## config.mk

```make
export PLATFORM = sky130hd
export DESIGN_NAME = dw_fifo_pop_stream_flat
export DESIGN_NICKNAME = d
export VERILOG_FILES = /design/src/rtl/dw_fifo_pop_stream_pkg.sv /design/src/rtl/dw_fifo_pop_stream_if.sv /design/src/rtl/dw_fifo_pop_stream.sv /design/src/flat_wrapper.sv
export SDC_FILE = /design/constraint.sdc
export NUM_CORES = 1
export LEC_CHECK = 0
export CAP_MARGIN = 40
export CORE_MARGIN = 1
export CORE_UTILIZATION = 36
export CTS_CLUSTER_SIZE = 25
export DETAILED_ROUTE_END_ITERATION = 7
export GPL_TIMING_DRIVEN = 0
export PLACE_DENSITY = 0.66
export SLEW_MARGIN = 30
export SYNTH_ARGS = -nofsm -noshare
export SYNTH_HDL_FRONTEND = slang
export SYNTH_SLANG_ARGS = --single-unit
```

## constraint.sdc

```tcl
create_clock -name clk_d -period 1.6 [get_ports clk_d]
set_input_delay 0.32 -clock clk_d [delete_from_list [all_inputs] [get_ports clk_d]]
set_output_delay 0.32 -clock clk_d [all_outputs]
set_load 0.01 [all_outputs]
```

## src/rtl/dw_fifo_pop_stream_pkg.sv

```systemverilog
`default_nettype none
// ============================================================================
// Module   : dw_fifo_pop_pkg
// Purpose  : Shared constants and types for the DW_fifo_2c_df drain stage:
//            skid buffer depth, occupancy type and default stall counter width.
// Ports    : n/a (package)
// Revision : 1.0 - initial release
// ============================================================================
package dw_fifo_pop_pkg;

  // Skid buffer depth; occupancy spans 0..BUF_DEPTH.
  localparam int BUF_DEPTH = 2;

  // Default width of the optional stall counter.
  localparam int CNT_W_DEFAULT = 8;

  // Occupancy of the skid buffer (0..2).
  typedef logic [1:0] occ_t;

endpackage
`default_nettype wire

```

## src/rtl/dw_fifo_pop_stream_if.sv

```systemverilog
`default_nettype none
// ============================================================================
// Module   : dw_fifo_pop_stream_if
// Purpose  : Bundles the FIFO destination-side head-word signals and the
//            outgoing valid/ready stream of the drain stage.
// Ports    : fifo_empty_d, fifo_data_d, fifo_clr_in_prog_d -> drain stage
//            fifo_pop_d_n (active-low)                     -> FIFO
//            m_valid, m_data                               -> stream sink
//            m_ready                                       -> drain stage
//            modport master : the drain stage
//            modport slave  : FIFO + stream sink side
// Revision : 1.0 - initial release
// ============================================================================
interface dw_fifo_pop_stream_if #(
  parameter int WIDTH = 8
);

  logic             fifo_empty_d;
  logic [WIDTH-1:0] fifo_data_d;
  logic             fifo_clr_in_prog_d;
  logic             fifo_pop_d_n;
  logic             m_valid;
  logic [WIDTH-1:0] m_data;
  logic             m_ready;

  modport master (
    input  fifo_empty_d,
    input  fifo_data_d,
    input  fifo_clr_in_prog_d,
    output fifo_pop_d_n,
    output m_valid,
    output m_data,
    input  m_ready
  );

  modport slave (
    output fifo_empty_d,
    output fifo_data_d,
    output fifo_clr_in_prog_d,
    input  fifo_pop_d_n,
    input  m_valid,
    input  m_data,
    output m_ready
  );

endinterface
`default_nettype wire

```

## src/rtl/dw_fifo_pop_stream.sv

```systemverilog
`default_nettype none
// ============================================================================
// Module   : dw_fifo_pop_stream
// Purpose  : clk_d-domain drain stage for DW_fifo_2c_df. Pops the show-ahead
//            head word into a 2-entry skid buffer and presents it as a
//            registered valid/ready stream at one word per cycle. Flushes the
//            buffer and suppresses pops while the FIFO clear is in progress.
// Ports    : clk_d, rst_d (sync, active-high)
//            bus        : dw_fifo_pop_stream_if.master (FIFO head + stream)
//            buf_cnt    : skid buffer occupancy 0..2
//            flush_done : one-cycle pulse after a clear completes
//            stall_cnt  : saturating count of valid-but-not-ready cycles
// Config   : FIFO_POP_STALL_CNT_EN - build the stall counter; when undefined
//            stall_cnt is tied to 0.
// Revision : 1.0 - initial release
// ============================================================================
module dw_fifo_pop_stream
  import dw_fifo_pop_pkg::*;
#(
  parameter int WIDTH = 8,
  parameter int CNT_W = CNT_W_DEFAULT
) (
  input  wire logic               clk_d,
  input  wire logic               rst_d,
  dw_fifo_pop_stream_if.master    bus,
  output occ_t                    buf_cnt,
  output logic                    flush_done,
  output logic [CNT_W-1:0]        stall_cnt
);

  logic [WIDTH-1:0] r_entry [BUF_DEPTH];
  logic             r_wr_ptr;
  logic             r_rd_ptr;
  occ_t             r_buf_cnt;
  logic             r_clr_q;
  logic             r_flush_done;

  logic             w_clr;
  logic             w_pop;
  logic             w_valid;
  logic             w_xfer;

  assign w_clr = bus.fifo_clr_in_prog_d;

  // Pop depends only on FIFO state and local occupancy, never on m_ready,
  // so there is no combinational path from the sink back to the FIFO.
  assign w_pop   = !bus.fifo_empty_d && !w_clr && (r_buf_cnt != occ_t'(BUF_DEPTH));
  // Valid is masked by the clear so buffered words vanish in the same cycle.
  assign w_valid = (r_buf_cnt != '0) && !w_clr;
  assign w_xfer  = w_valid && bus.m_ready;

  assign bus.fifo_pop_d_n = !w_pop;
  assign bus.m_valid      = w_valid;
  assign bus.m_data       = r_entry[r_rd_ptr];
  assign buf_cnt          = r_buf_cnt;
  assign flush_done       = r_flush_done;

  // Skid buffer: entries, pointers and occupancy.
  always_ff @(posedge clk_d) begin
    if (rst_d) begin
      for (int i = 0; i < BUF_DEPTH; i++) begin
        r_entry[i] <= '0;
      end
      r_wr_ptr  <= 1'b0;
      r_rd_ptr  <= 1'b0;
      r_buf_cnt <= '0;
    end else if (w_clr) begin
      r_wr_ptr  <= 1'b0;
      r_rd_ptr  <= 1'b0;
      r_buf_cnt <= '0;
    end else begin
      if (w_pop) begin
        r_entry[r_wr_ptr] <= bus.fifo_data_d;
        r_wr_ptr          <= ~r_wr_ptr;
      end
      if (w_xfer) begin
        r_rd_ptr <= ~r_rd_ptr;
      end
      r_buf_cnt <= r_buf_cnt + occ_t'(w_pop) - occ_t'(w_xfer);
    end
  end

  // Clear-completion detect: pulse on the first 0 sample after a 1 sample.
  always_ff @(posedge clk_d) begin
    if (rst_d) begin
      r_clr_q      <= 1'b0;
      r_flush_done <= 1'b0;
    end else begin
      r_clr_q      <= w_clr;
      r_flush_done <= r_clr_q && !w_clr;
    end
  end

`ifdef FIFO_POP_STALL_CNT_EN
  logic [CNT_W-1:0] r_stall_cnt;

  always_ff @(posedge clk_d) begin
    if (rst_d || w_clr) begin
      r_stall_cnt <= '0;
    end else if (w_valid && !bus.m_ready && (r_stall_cnt != '1)) begin
      r_stall_cnt <= r_stall_cnt + 1'b1;
    end
  end

  assign stall_cnt = r_stall_cnt;
`else
  assign stall_cnt = '0;
`endif

endmodule
`default_nettype wire

```

## src/flat_wrapper.sv

```systemverilog
// flat-port wrapper written by rule: the top's interface ports become plain ports
module dw_fifo_pop_stream_flat import dw_fifo_pop_pkg::*;
#(
  parameter int WIDTH = 8,
  parameter int CNT_W = CNT_W_DEFAULT
)
  (clk_d, rst_d, buf_cnt, flush_done, stall_cnt, bus_fifo_empty_d, bus_fifo_data_d, bus_fifo_clr_in_prog_d, bus_fifo_pop_d_n, bus_m_valid, bus_m_data, bus_m_ready);
  dw_fifo_pop_stream_if #(.WIDTH(WIDTH)) bus_i ();
  input  wire logic clk_d;
  input  wire logic rst_d;
  output occ_t buf_cnt;
  output logic flush_done;
  output logic [CNT_W-1:0] stall_cnt;
  input wire logic [$bits(bus_i.fifo_empty_d)-1:0] bus_fifo_empty_d;
  input wire logic [$bits(bus_i.fifo_data_d)-1:0] bus_fifo_data_d;
  input wire logic [$bits(bus_i.fifo_clr_in_prog_d)-1:0] bus_fifo_clr_in_prog_d;
  output wire logic [$bits(bus_i.fifo_pop_d_n)-1:0] bus_fifo_pop_d_n;
  output wire logic [$bits(bus_i.m_valid)-1:0] bus_m_valid;
  output wire logic [$bits(bus_i.m_data)-1:0] bus_m_data;
  input wire logic [$bits(bus_i.m_ready)-1:0] bus_m_ready;
  assign bus_i.fifo_empty_d = bus_fifo_empty_d;
  assign bus_i.fifo_data_d = bus_fifo_data_d;
  assign bus_i.fifo_clr_in_prog_d = bus_fifo_clr_in_prog_d;
  assign bus_fifo_pop_d_n = bus_i.fifo_pop_d_n;
  assign bus_m_valid = bus_i.m_valid;
  assign bus_m_data = bus_i.m_data;
  assign bus_i.m_ready = bus_m_ready;
  dw_fifo_pop_stream #(.WIDTH(WIDTH), .CNT_W(CNT_W)) u_core (.clk_d(clk_d), .rst_d(rst_d), .bus(bus_i), .buf_cnt(buf_cnt), .flush_done(flush_done), .stall_cnt(stall_cnt));
endmodule
```

==> flow_summary.json <==
{
  "ant_nets": 0,
  "synthTopCellsByArea": "edfxtp_1, dfxtp_1, and2_1",
  "clockBufferDepth": 2,
  "core_area_sq_um": 2830,
  "fp.dieH_um": 57.2,
  "finClkSkew_ps": 4.60,
  "routabilityCongestion": 0.722,
  "fin_ws_ps": -31.3,
  "antenna_found_initial": 0,
  "synth-warning-count": 0,
  "synth_xor_area_share_pct": 0.798,
  "async_reset_ff_share_pct": 0,
  "hold_violations": 0,
  "drt-pass1-iter-count": 6,
  "critPathKind": "flop to primary output",
  "drv_slew": 0,
  "required_ps": 1280,
  "io-pin-count": 34,
  "initial_core_util_pct": 38.8,
  "violations": "DRC, setup timing",
  "grt_pass1_vias": 765,
  "worstSkewPairLatency_ps": 300,
  "dieArea_sq_um": 3270,
  "cp-end-kind": "primary output",
  "synth-simple-area-share_pct": 21.8,
  "num_vias": 768,
  "synthAdderAreaFrac_pct": 2.28,
  "nNetsFinal": 150,
  "synth_area_sq_um": 1100,
  "max_freq_mhz": 613,
  "final-setup-viol-count": 3,
  "postLayoutCellArea_sq_um": 1640,
  "yosysTopAreaCellShare_pct": 43.8,
  "status": "finished with violations",
  "drtIter0Drc": 6,
  "grt_overflow": 0,
  "wirelength_mm": 2.05,
  "area.growth.synth_to_final_pct": 49.1,
  "seq_area_sq_um": 632,
  "rows": 19,
  "h-tree-depth": 1,
  "synth_seq_cells": 23,
  "synth-edff-count": 16,
  "ir_drop_uv": 359,
  "numCtsBuffers": 3,
  "fillers": 238,
  "syn_inst": 86,
  "cts.sinks": 23,
  "crit_fanout": 4,
  "hp-class": "primary input to flop",
  "leakage_nw": 0.725,
  "cts_tree": "yes",
  "wire_per_inst_um": 12.4,
  "yosys.area.top_type": "edfxtp_1",
  "grt_pass1_wl_mm": 3.46,
  "grt_max_degree": 14,
  "drive_gt1_share_pct": 44.0,
  "io_buffers": 25,
  "multi_input_area_sq_um": 505,
  "syn_avg_cell_area_sq_um": 12.8,
  "synth_cell_types": 23,
  "avgViaCountPerCell": 4.65,
  "dpl_cell_area_sq_um": 1450,
  "cp.arrival_ps": 1310,
  "post-route-util_pct": 57.9,
  "min_period_ps": 1630,
  "synth_mux_area_share_pct": 8.21,
  "finalCritPeriodShare_pct": 102,
  "drv_cap": 0,
  "hpwl_mm": 1.37,
  "ys.flop_type": "edfxtp_1",
  "ctsHoldBuffers": 0,
  "die_w_um": 57.2,
  "drc_errors": 4,
  "layout.cells.non_filler": 165,
  "synth_top_family_by_area": "simple AND/OR/NAND/NOR gates",
  "start_kind": "flop",
  "p_total_w": 0.00112,
  "synth-compound-area-share_pct": 3.19,
  "grt_setup_unrepaired": "yes",
  "cts-root-buf": "clkbuf_4",
  "powerDensity_nw_per_um2": 686,
  "grt_util_all_layers_pct": 14.5,
  "place_inst": 149,
  "ys_seq_area_share_pct": 56.6,
  "diodes": 0,
  "cts.clk_slew.worst_paths_ps": 120,
  "tns_ps": -84.7
}
-- cells in the mapped netlist (2+ instances only) --
master / count
nor2_1: 3
mux2_2: 8
nor3_1: 2
o21bai_1: 2
dfxtp_1: 7
buf_4: 8
o21ai_0: 2
and2_1: 20
ha_1: 2
nand2_1: 2
edfxtp_1: 16
inv_1: 3
-- cells in the final DEF, fill, tap and decap left out, types with 2 or more instances in the layout --
master and n:
buf_4 17, and2_1 19, mux2_2 3, nand2_1 2
dfxtp_4 3, conb_1 8, buf_6 11, mux2_4 5
dfxtp_1 4, dlymetal6s2s_1 2, or2_4 2, ha_4 2
clkdlybuf4s50_1 10, edfxtp_1 16, clkbuf_4 3, dlygate4sd2_1 4
o21ai_0 2, nor2_1 3, inv_2 2
-- sequential cells by signal (all words and copies together) (netlist names), named ones only --
signal / cells
u_core.r_wr_ptr: 1
u_core.flush_done: 1
u_core.r_clr_q: 1
u_core.r_entry: 16
u_core.r_rd_ptr: 1
u_core.buf_cnt: 2
-- metal layers --
layer  share of wire (%)  up-vias  GRT usage (%)
li1                    -      375              -
met1                  41      363           18.0
met2                  51       26           25.2
met3                 6.0        4           2.49
met4                 1.7        0           5.23
met5                   0        -              0
-- kinds of logic (layout without fill, tap and decap cells) --
| family | count (synthesis) | count (layout) |
|---|---|---|
| fa+ha+maj | 2 | 2 |
| mux | 8 | 8 |
| flops | 23 | 23 |
| other cells | 1 | 8 |
| buf+inv | 12 | 53 |
| xor+xnor | 1 | 1 |
| compound gates | 5 | 5 |
| simple gates | 34 | 34 |
-- through the flow --
stage | hold WS, ps | worst slack, ps
final | 280 | -31.3
after floorplan | 392 | -32.6
after global routing | 293 | -101
after global placement | 422 | -633
after CTS | 449 | -72.4
after detailed placement | 424 | -622
-- timing repair --
| item | CTS | global route |
|---|---|---|
| setup buffers | 10 | 3 |
| hold endpoints to repair | 0 | 0 |
| endpoints found under the setup margin | 28 | 36 |
| pin swaps | 3 | 2 |
| resized for setup | 49 | 18 |
-- final timing paths --
kind | startpoint | endpoint | slack, ps | depth (start not counted)
setup / recovery | flop | bus_m_data[7] | -30 | 4
hold / removal | rst_d | u_core.r_clr_q | 280 | 2
setup reg to reg | u_core.buf_cnt[1] | u_core.buf_cnt[1] | -30 | 8
hold reg to reg | u_core.r_clr_q | u_core.flush_done | 440 | 1
-- final cells by class --
type | count | share of cell area [%]
tap | 31 | 2.37
clock inverter | 1 | 0.306
sequential | 23 | 38.6
multi-input combinational | 58 | 30.9
buffer | 8 | 3.67
inverter | 3 | 0.688
timing repair buffer | 38 | 22.1
clock buffer | 3 | 1.38
-- power by group --
group	total (W)	switching, W	internal, W
Sequential	0.000670	0.00000979	0.000660
Combinational	0.000193	0.0000797	0.000114
Clock	0.000260	0.000167	0.0000932
Total	0.00112	0.000256	0.000867
-- worst max-delay path, cell delays in order (launching register included) --
cell     delay [ps]
dfxtp_4         380
buf_6           120
buf_6           100
mux2_4          290
buf_6           120
Power figures use the tool's default switching activity.
